--- config.mk ---
export PLATFORM = sky130hd
export DESIGN_NAME = ch_frame_seq
export DESIGN_NICKNAME = d
export VERILOG_FILES = /design/src/rtl/ch_frame_seq.sv
export SDC_FILE = /design/constraint.sdc
export NUM_CORES = 1
export LEC_CHECK = 0
export CAP_MARGIN = 10
export CORE_MARGIN = 2
export CORE_UTILIZATION = 26
export CTS_CLUSTER_SIZE = 14
export DETAILED_ROUTE_END_ITERATION = 6
export GPL_TIMING_DRIVEN = 0
export PLACE_DENSITY = 0.55
export SYNTH_ARGS = -nofsm -noshare
export SYNTH_HDL_FRONTEND = slang
export SYNTH_SLANG_ARGS = --single-unit
--- constraint.sdc ---
create_clock -name CLK_I -period 2.55 [get_ports CLK_I]
set_input_delay 0.51 -clock CLK_I [delete_from_list [all_inputs] [get_ports CLK_I]]
set_output_delay 0.51 -clock CLK_I [all_outputs]
set_load 0.005 [all_outputs]
--- src/rtl/ch_frame_seq.sv ---
// ---------------------------------------------------------------------------
// ch_frame_seq
//
// Frame sequencer in front of the channel estimator/equalizer. It frames an
// unframed stream of frequency-domain samples into bursts: one SYM_LEN-sample
// long-preamble symbol followed by NUM_SYM SYM_LEN-sample data symbols, all
// under one continuous CYC_O. After each burst CYC_O is held low for GAP_CYC
// cycles so the downstream block sees a clean frame-start edge.
//
// Ports
//   CLK_I, RST_I          clock (rising edge), asynchronous active-low reset
//   DAT_I[31:0]           input sample, Im[31:16] Re[15:0]
//   WE_I, STB_I, CYC_I    upstream strobes; a sample is offered when all high
//   ACK_O                 sample accepted this cycle (combinational)
//   FRM_START, NUM_SYM    frame request and data-symbol count (used in IDLE)
//   ABORT                 level; ends the current frame early
//   DAT_O, CYC_O, STB_O   registered downstream sample, frame and strobe
//   WE_O                  mirrors CYC_O
//   ACK_I                 downstream accept
//   BUSY                  high in every state except IDLE
//   SYM_IDX[7:0]          0 = preamble, k = k-th data symbol being accepted
//   FRM_DONE, FRM_ABORTED one-cycle end-of-frame pulses
//
// Handshake: upstream transfers when WE_I&STB_I&CYC_I and ACK_O are high in
// the same cycle; downstream transfers when STB_O and ACK_I are high in the
// same cycle. While STB_O is high and ACK_I low (halt), DAT_O/STB_O hold and
// no new sample is accepted.
// ---------------------------------------------------------------------------
module ch_frame_seq #(
    parameter int SYM_LEN = 200,
    parameter int GAP_CYC = 4
) (
    input  logic        CLK_I,
    input  logic        RST_I,
    input  logic [31:0] DAT_I,
    input  logic        WE_I,
    input  logic        STB_I,
    input  logic        CYC_I,
    output logic        ACK_O,
    input  logic        FRM_START,
    input  logic [7:0]  NUM_SYM,
    input  logic        ABORT,
    output logic [31:0] DAT_O,
    output logic        CYC_O,
    output logic        STB_O,
    output logic        WE_O,
    input  logic        ACK_I,
    output logic        BUSY,
    output logic [7:0]  SYM_IDX,
    output logic        FRM_DONE,
    output logic        FRM_ABORTED
);

    localparam logic [7:0] SAMP_LAST = 8'(SYM_LEN - 1);
    localparam logic [7:0] GAP_LOAD  = 8'(GAP_CYC - 1);

    typedef enum logic [2:0] {
        S_IDLE  = 3'd0,
        S_PRE   = 3'd1,
        S_DATA  = 3'd2,
        S_DRAIN = 3'd3,
        S_GAP   = 3'd4
    } state_t;

    state_t      state_q, state_d;
    logic [7:0]  samp_cnt_q, samp_cnt_d;
    logic [7:0]  sym_cnt_q, sym_cnt_d;
    logic [7:0]  gap_cnt_q, gap_cnt_d;
    logic [7:0]  nsym_q, nsym_d;
    logic [7:0]  sym_idx_q, sym_idx_d;
    logic        cyc_q, cyc_d;
    logic        aborted_q, aborted_d;
    logic        done_q, done_d;
    logic        abrt_q, abrt_d;
    logic        stb_q;
    logic [31:0] dat_q;

    logic offer;
    logic halt;
    logic ack;
    logic sym_end;

    assign offer   = WE_I & STB_I & CYC_I;
    assign halt    = stb_q & ~ACK_I;
    // ABORT blocks acceptance in the same cycle it is seen.
    assign ack     = offer & ~halt & ~ABORT & ((state_q == S_PRE) || (state_q == S_DATA));
    assign sym_end = ack && (samp_cnt_q == SAMP_LAST);

    always_comb begin
        state_d    = state_q;
        samp_cnt_d = samp_cnt_q;
        sym_cnt_d  = sym_cnt_q;
        gap_cnt_d  = gap_cnt_q;
        nsym_d     = nsym_q;
        sym_idx_d  = sym_idx_q;
        cyc_d      = cyc_q;
        aborted_d  = aborted_q;
        done_d     = 1'b0;
        abrt_d     = 1'b0;

        case (state_q)
            S_IDLE: begin
                if (FRM_START) begin
                    nsym_d     = NUM_SYM;
                    samp_cnt_d = 8'd0;
                    sym_cnt_d  = 8'd0;
                    aborted_d  = 1'b0;
                    cyc_d      = 1'b1;
                    state_d    = S_PRE;
                end
            end
            S_PRE: begin
                sym_idx_d = 8'd0;
                if (ABORT) begin
                    aborted_d = 1'b1;
                    state_d   = S_DRAIN;
                end else if (ack) begin
                    if (sym_end) begin
                        samp_cnt_d = 8'd0;
                        state_d    = (nsym_q != 8'd0) ? S_DATA : S_DRAIN;
                    end else begin
                        samp_cnt_d = samp_cnt_q + 8'd1;
                    end
                end
            end
            S_DATA: begin
                sym_idx_d = sym_cnt_q + 8'd1;
                if (ABORT) begin
                    aborted_d = 1'b1;
                    state_d   = S_DRAIN;
                end else if (ack) begin
                    if (sym_end) begin
                        samp_cnt_d = 8'd0;
                        sym_cnt_d  = sym_cnt_q + 8'd1;
                        // sym_cnt counts completed data symbols.
                        if ((sym_cnt_q + 8'd1) == nsym_q) begin
                            state_d = S_DRAIN;
                        end
                    end else begin
                        samp_cnt_d = samp_cnt_q + 8'd1;
                    end
                end
            end
            S_DRAIN: begin
                // Leave once the last sample is gone or is being taken now,
                // so CYC_O never drops under a pending sample.
                if (!halt) begin
                    cyc_d     = 1'b0;
                    done_d    = ~aborted_q;
                    abrt_d    = aborted_q;
                    gap_cnt_d = GAP_LOAD;
                    state_d   = S_GAP;
                end
            end
            S_GAP: begin
                if (gap_cnt_q == 8'd0) begin
                    state_d = S_IDLE;
                end else begin
                    gap_cnt_d = gap_cnt_q - 8'd1;
                end
            end
            default: begin
                state_d = S_IDLE;
                cyc_d   = 1'b0;
            end
        endcase
    end

    always_ff @(posedge CLK_I or negedge RST_I) begin
        if (!RST_I) begin
            state_q    <= S_IDLE;
            samp_cnt_q <= 8'd0;
            sym_cnt_q  <= 8'd0;
            gap_cnt_q  <= 8'd0;
            nsym_q     <= 8'd0;
            sym_idx_q  <= 8'd0;
            cyc_q      <= 1'b0;
            aborted_q  <= 1'b0;
            done_q     <= 1'b0;
            abrt_q     <= 1'b0;
        end else begin
            state_q    <= state_d;
            samp_cnt_q <= samp_cnt_d;
            sym_cnt_q  <= sym_cnt_d;
            gap_cnt_q  <= gap_cnt_d;
            nsym_q     <= nsym_d;
            sym_idx_q  <= sym_idx_d;
            cyc_q      <= cyc_d;
            aborted_q  <= aborted_d;
            done_q     <= done_d;
            abrt_q     <= abrt_d;
        end
    end

    // Output register: one-cycle latency, holds while halted.
    always_ff @(posedge CLK_I or negedge RST_I) begin
        if (!RST_I) begin
            dat_q <= 32'd0;
            stb_q <= 1'b0;
        end else if (ack) begin
            dat_q <= DAT_I;
            stb_q <= 1'b1;
        end else if (ACK_I) begin
            stb_q <= 1'b0;
        end
    end

    assign ACK_O       = ack;
    assign DAT_O       = dat_q;
    assign STB_O       = stb_q;
    assign CYC_O       = cyc_q;
    assign WE_O        = cyc_q;
    assign BUSY        = (state_q != S_IDLE);
    // PRE/DATA report live; other states hold the last reported index.
    assign SYM_IDX     = sym_idx_d;
    assign FRM_DONE    = done_q;
    assign FRM_ABORTED = abrt_q;

endmodule
==> results_dict.tcl, run 1 <==
set metrics [dict create \
    ioPinCount 95 \
    coreArea_um2 14530 \
    worst_slew_pin_slew_ns 0.7441 \
    overflow 0 \
    grt_first_pass_wirelength_mm 15.89 \
    p_per_area_nw_per_um2 974.7 \
    hold_path_class "input pin to async pin" \
    grt_pass1_vias 3148 \
    drt_iter0_drc 121 \
    clockRootBuffer "clkbuf_16" \
    yosys.cell_types.count 53 \
    areaGrowthSynthToFinish_pct 43.84 \
    ir_drop_v 0.0005338 \
    r2r-start "samp_cnt_q[0]" \
    multi_input_area_um2 1861 \
    num_vias 3089 \
    maxCapViolations 0 \
    relSlewSlack_pct 50.16 \
    yosys_warnings 0 \
    gp_congestion 0.7918 \
    synth_edf_count 0 \
    register_area_um2 2008 \
    crit_end "SYM_IDX[7]" \
    ff2ff_path_depth 7 \
    finalCritPeriodShare_pct 95.73 \
    initial_core_util_pct 26.61 \
    cts.reportedPaths.clkPinSlew_ns 0.06 \
    cts_buffer_depth 2 \
    routedWlPerCell_um 14.31 \
    ctsHoldBuffers 0 \
    postLayoutCellArea_um2 5563 \
    ys_async_sr_fraction_pct 100.0 \
    ys_ff_latch 80 \
    dieHeight_um 126.0 \
    fill_cells 1415 \
    fp.dieArea_um2 15870 \
    clock_sinks 80 \
    antenna_found_initial 0 \
    netlist_instances 358 \
    finalWirelength_mm 9.389 \
    cts_made_buffers 9 \
    fin_ws_ns 0.1089 \
    vias_per_cell 4.709 \
    crit_fanout 6 \
    finalSetupViolations 0 \
    synthesis.nets 410 \
    clk_latency_ns 0.34 \
    grt_use_total_pct 12.44 \
    slew_viol_final 0 \
    avgSynthCellArea_um2 10.80 \
    dr.pass1.iters 4 \
    dp_hpwl_mm 6.749 \
    route.detailed.drc 0 \
    num_rows 44 \
    p_leak_uw 0.002365 \
    setup_tns_ns 0 \
    diodes 0 \
    status "finished clean" \
    period_minus_slack_ns 2.441 \
    synth_area_um2 3867 \
    cp-start-kind "register" \
    r2r_end "sym_cnt_q[0]" \
    fin_skew_ns 0.008227 \
    nets 519 \
    r2r_slack_ns 0.37 \
    cts_tree "built" \
    critPathLaunch "sym_cnt_q[2]" \
    yosysSeqAreaShare_pct 51.76 \
    max_freq_mhz 409.7 \
    ys.flop_type "dfrtp_1" \
    layout-drive-gt1-share_pct 22.67 \
    cts_max_level 3 \
    rsz0062_at_grt "no" \
    placed_area_um2 5064 \
    dp_slack_ns -0.9035 \
    crit_arrival_ns 1.93 \
    die_w_um 126.0 \
    portBuffers 94 \
    worstPathRequired_ns 2.04 \
    path_class "register to output pin" \
    finalHoldViolCount 0 \
    ant_nets 0 \
    grt_max_degree 60 \
    cp-end-kind "output pin" \
]
[area by class of cell]
cell class / count / share of cell area [%]
Timing Repair Buffer: 101 / 18.13
Multi-Input combinational cell: 251 / 33.45
Clock inverter: 6 / 1.215
Inverter: 8 / 0.5623
Tap cell: 184 / 4.139
Clock buffer: 10 / 4.116
Buffer: 16 / 2.294
Sequential cell: 80 / 36.10
[layer usage]
layer	up-vias	GRT usage, %	routed length [um]
li1	1488	-	-
met1	1497	16.47	4585
met2	100	19.01	4199
met3	4	4.376	553
met4	0	4.202	51
met5	-	0	0
[sequential cells by signal, summed over array words and instances (netlist names)]
name and count:
sym_idx_q 8, STB_O 1, state_q 3, CYC_O 1, sym_cnt_q 8, FRM_DONE 1
samp_cnt_q 8, gap_cnt_q 8, nsym_q 8, aborted_q 1, DAT_O 32, FRM_ABORTED 1
[kinds of logic after synthesis]
| kind of cell | count (synthesis) | share of synthesized area [%] |
|---|---|---|
| xor+xnor | 15 | 3.397 |
| mux | 42 | 12.20 |
| fa+ha+maj | 4 | 1.294 |
| flops | 80 | 51.76 |
| buf+inv | 27 | 3.073 |
| compound gates | 71 | 12.26 |
| simple gates | 119 | 16.01 |
[cells in the mapped netlist, types with 2 or more instances]
cell | number | area share, %
dfrtp_1 | 80 | 52
a21oi_1 | 13 | 1.7
nor4_1 | 3 | 0.49
o21a_1 | 3 | 0.58
nand3_1 | 8 | 1.0
and2_1 | 3 | 0.49
o21ai_1 | 3 | 0.39
a22o_1 | 6 | 1.4
inv_1 | 7 | 0.68
buf_2 | 6 | 0.78
xnor2_1 | 6 | 1.4
o21ai_0 | 25 | 3.2
buf_4 | 2 | 0.39
nand2_1 | 35 | 3.4
nor3_1 | 8 | 1.0
a21o_1 | 3 | 0.58
clkbuf_1 | 9 | 0.87
and4b_1 | 2 | 0.52
and3_1 | 2 | 0.32
nor2_1 | 30 | 2.9
a31oi_1 | 6 | 0.97
nor2b_1 | 5 | 0.81
nand4_1 | 5 | 0.81
ha_1 | 4 | 1.3
a211o_1 | 2 | 0.45
nand2b_1 | 4 | 0.65
mux2_2 | 41 | 12
or3_1 | 2 | 0.32
xor2_1 | 9 | 2.0
a2bb2oi_1 | 3 | 0.68
[worst max-delay path: stages (launching register included)]
cell and delay [ns]:
dfrtp_1 0.34, clkbuf_8 0.17, nand3_4 0.07, or3_4 0.39
xor2_2 0.18, o21ai_2 0.18, dlygate4sd2_1 0.25
[report_power, final]
group,total [uW],switching [uW],internal [uW]
sequential,1960,287,1670
combinational,2180,910,1270
clock,1280,523,762
total,5420,1720,3700
[worst min path at each step]
stage / endpoint / slack, ns / cells after the start
CTS: gap_cnt_q[4] / 0.06 / 1
global placement: sym_idx_q[6] / 0.48 / 2
finish: nsym_q[0] / 0.07 / 1
floorplan: CYC_O / 0.21 / 0
global route: nsym_q[0] / 0.07 / 1
detailed placement: sym_idx_q[4] / 0.44 / 1
[layout by cell type, fill, tap and decap left out, types with 3 or more instances in the layout]
master	n
mux2_2	41
a21oi_1	13
dlygate4sd2_1	7
ha_1	3
nor2b_1	5
dfrtp_1	75
nand2b_1	4
o21a_1	3
a21o_1	3
o21ai_1	6
clkbuf_16	9
a22o_1	6
nor4_1	3
buf_4	11
clkbuf_8	3
inv_1	7
nand3_1	7
clkdlybuf4s50_1	83
and2_1	3
o21ai_0	19
nor3_1	6
nand4_1	5
buf_2	3
clkbuf_1	4
xnor2_1	5
a31oi_1	6
xor2_1	7
a2bb2oi_1	3
dfrtp_2	5
nor2_1	28
nand2_1	34
[metrics by stage]
step / std cells / utilization, % / hold slack, ns / total power (uW)
2_1_floorplan: 358 / - / 0.2144 / 3036
3_3_place_gp: 636 / 34.67 / 0.4785 / 3978
3_5_place_dp: 637 / 34.84 / 0.4355 / 4030
4_1_cts: 655 / 38.15 / 0.06214 / 5495
5_1_grt: 656 / 38.27 / 0.06807 / 5817
6_report: 656 / 38.27 / 0.07482 / 5422
[what timing repair did]
item                                    in CTS  in global routing
gates resized for setup                     58                  4
buffers inserted                             5                  1
endpoints found under the setup margin      10                  2
pin swaps                                    8                  1
(Power assumes the default switching activity.)
==> run 2: changes to the inputs <==
==> constraint.sdc (replaced) <==
create_clock -name CLK_I -period 2.7 [get_ports CLK_I]
set_input_delay 0.54 -clock CLK_I [delete_from_list [all_inputs] [get_ports CLK_I]]
set_output_delay 0.54 -clock CLK_I [all_outputs]
set_load 0.005 [all_outputs]
==> run 2 against run 1 <==
Via count is 0.81% higher. Largest power group unchanged. Wire length is 0.58% higher. Largest cell class unchanged. Critical path type unchanged. Highest routed layer unchanged. Combinational power is 5% lower. Design area is 0.29% higher. Critical endpoint is now SYM_IDX[2].
==> results_dict.tcl, run 2 (synthesized netlist as in run 1, its figures left out) <==
set metrics [dict create \
    period_minus_slack_ns 2.605 \
    die_w_um 126.0 \
    relSlewSlack_pct 51.18 \
    fp.dieArea_um2 15870 \
    final_cell_mix "clkdlybuf4s50_1, dfrtp_1, mux2_2" \
    dr.pass1.iters 4 \
    finalNonFillerCells 660 \
    p_leak_uw 0.002411 \
    maxCapViolations 0 \
    ctsHoldBuffers 0 \
    cts_buffer_depth 2 \
    coreArea_um2 14530 \
    p_per_area_nw_per_um2 919.8 \
    num_vias 3114 \
    slowest_delay_ns 0.53 \
    initial_core_util_pct 26.61 \
    cp_top_family "buffers and inverters" \
    ioPinCount 95 \
    crit_fanout 10 \
    routedWlPerCell_um 14.31 \
    cp-start-kind "register" \
    dp_hpwl_mm 6.749 \
    slew_viol_final 0 \
    grt_first_pass_wirelength_mm 15.84 \
    hold_path_class "input pin to async pin" \
    mostFrequentLayoutCell "clkdlybuf4s50_1" \
    antenna_found_initial 0 \
    grt_pass1_vias 3119 \
    worstPathRequired_ns 2.16 \
    overflow 0 \
    clock_sinks 80 \
    dieHeight_um 126.0 \
    placed_area_um2 5064 \
    cts.reportedPaths.clkPinSlew_ns 0.06 \
    setup_tns_ns 0 \
    intPower_uw 3506 \
    max_freq_mhz 383.8 \
    finalSetupViolations 0 \
    clockRootBuffer "clkbuf_16" \
    vias_per_cell 4.718 \
    num_rows 44 \
    ant_nets 0 \
    layout-drive-gt1-share_pct 22.90 \
    worst_slew_pin_slew_ns 0.7288 \
    critPathBufInv 3 \
    finalWirelength_mm 9.443 \
    gp_congestion 0.7918 \
    rsz0062_at_grt "no" \
    drt_iter0_drc 85 \
    power_switching_uw 1626 \
    cts_made_buffers 9 \
    portBuffers 94 \
    finalCritPeriodShare_pct 96.50 \
    cp_cell_sequence "buf_2 > clkbuf_4 > o21ai_4 > a22o_1 > clkdlybuf4s50_1" \
    ir_drop_v 0.0005044 \
    grt_use_total_pct 12.42 \
    clock_power_share_pct 23.7 \
    critPathSlowestCell "clkdlybuf4s50_1" \
    nets 523 \
    power_frac_comb_pct 40.3 \
    route.detailed.drc 0 \
    clk_latency_ns 0.34 \
    postLayoutCellArea_um2 5579 \
    crit_arrival_ns 2.07 \
    diodes 0 \
    seq_power_share_pct 36.1 \
    grt_max_degree 60 \
    path_class "register to output pin" \
    cp-end-kind "output pin" \
    areaGrowthSynthToFinish_pct 44.26 \
    cts_tree "built" \
    finalHoldViolCount 0 \
    largest_reg_flops 32 \
    status "finished clean" \
    cts_max_level 3 \
    placed_cells 637 \
    switching_share_pct 31.68 \
    fin_skew_ns 0.007408 \
]
==> run 2: cell types whose count changed in the layout (fill, tap and decap cells not counted), moves of 3 or more <==
cell,before,now
dlymetal6s2s_1,2,5
buf_4,11,15
dlygate4sd2_1,7,1
clkdlybuf4s50_1,83,86
==> run 2: cell type report <==
class | instances | area, um2
inverters | 8 | 31.28
fillers | 1408 | 8955
well taps | 184 | 230.2
flip-flops and latches | 80 | 2007
repair buffers | 105 | 1054
clock buffers | 10 | 229.0
plain buffers | 16 | 118.9
clock inverters | 6 | 67.56
multi-input cells | 251 | 1842
==> run 2: metal layers <==
metal	global-route usage (%)	share of wire, %	wire length [um]
met5	0	0	0
met4	3.814	0.25	24
met3	4.291	6.3	594
met2	19.20	44	4180
met1	16.47	49	4643
==> run 2: path summary, 6_finish.rpt <==
path,from,to,slack [ns],depth (start not counted)
max,state_q[1],SYM_IDX[2],0.09,5
min,RST_I,nsym_q[0],0.10,1
max reg2reg,samp_cnt_q[0],sym_cnt_q[0],0.54,7
min reg2reg,sym_idx_q[3],sym_idx_q[3],0.47,2
max in group asynchronous,RST_I,sym_cnt_q[0],1.99,2
min in group CLK_I,sym_idx_q[3],sym_idx_q[3],0.47,2
==> run 2: what timing repair did <==
item | in CTS | in global routing
gates resized for setup | 38 | 20
pin swaps | 3 | 5
setup endpoints to repair | 9 | 8
buffers inserted | 6 | 4
==> run 2: per-stage QoR <==
step | hold WS, ns | setup WS (ns) | util, % | total power, uW
2_1_floorplan | 0.2444 | 0.7369 | - | 2867
3_3_place_gp | 0.4785 | -1.881 | 34.67 | 3757
3_5_place_dp | 0.4655 | -0.8135 | 34.84 | 3807
4_1_cts | 0.09214 | -0.01048 | 37.80 | 5139
5_1_grt | 0.09826 | 0.01105 | 38.39 | 5501
6_report | 0.1049 | 0.09461 | 38.39 | 5132
==> run 2: power groups by stage <==
stage / Clock (uW) / Sequential (uW) / Combinational, uW
floorplan: 0 / 1840 / 1020
global placement: 0 / 1850 / 1910
detailed placement: 0 / 1870 / 1930
CTS: 1270 / 1860 / 2010
global route: 1320 / 1910 / 2270
finish: 1220 / 1850 / 2070
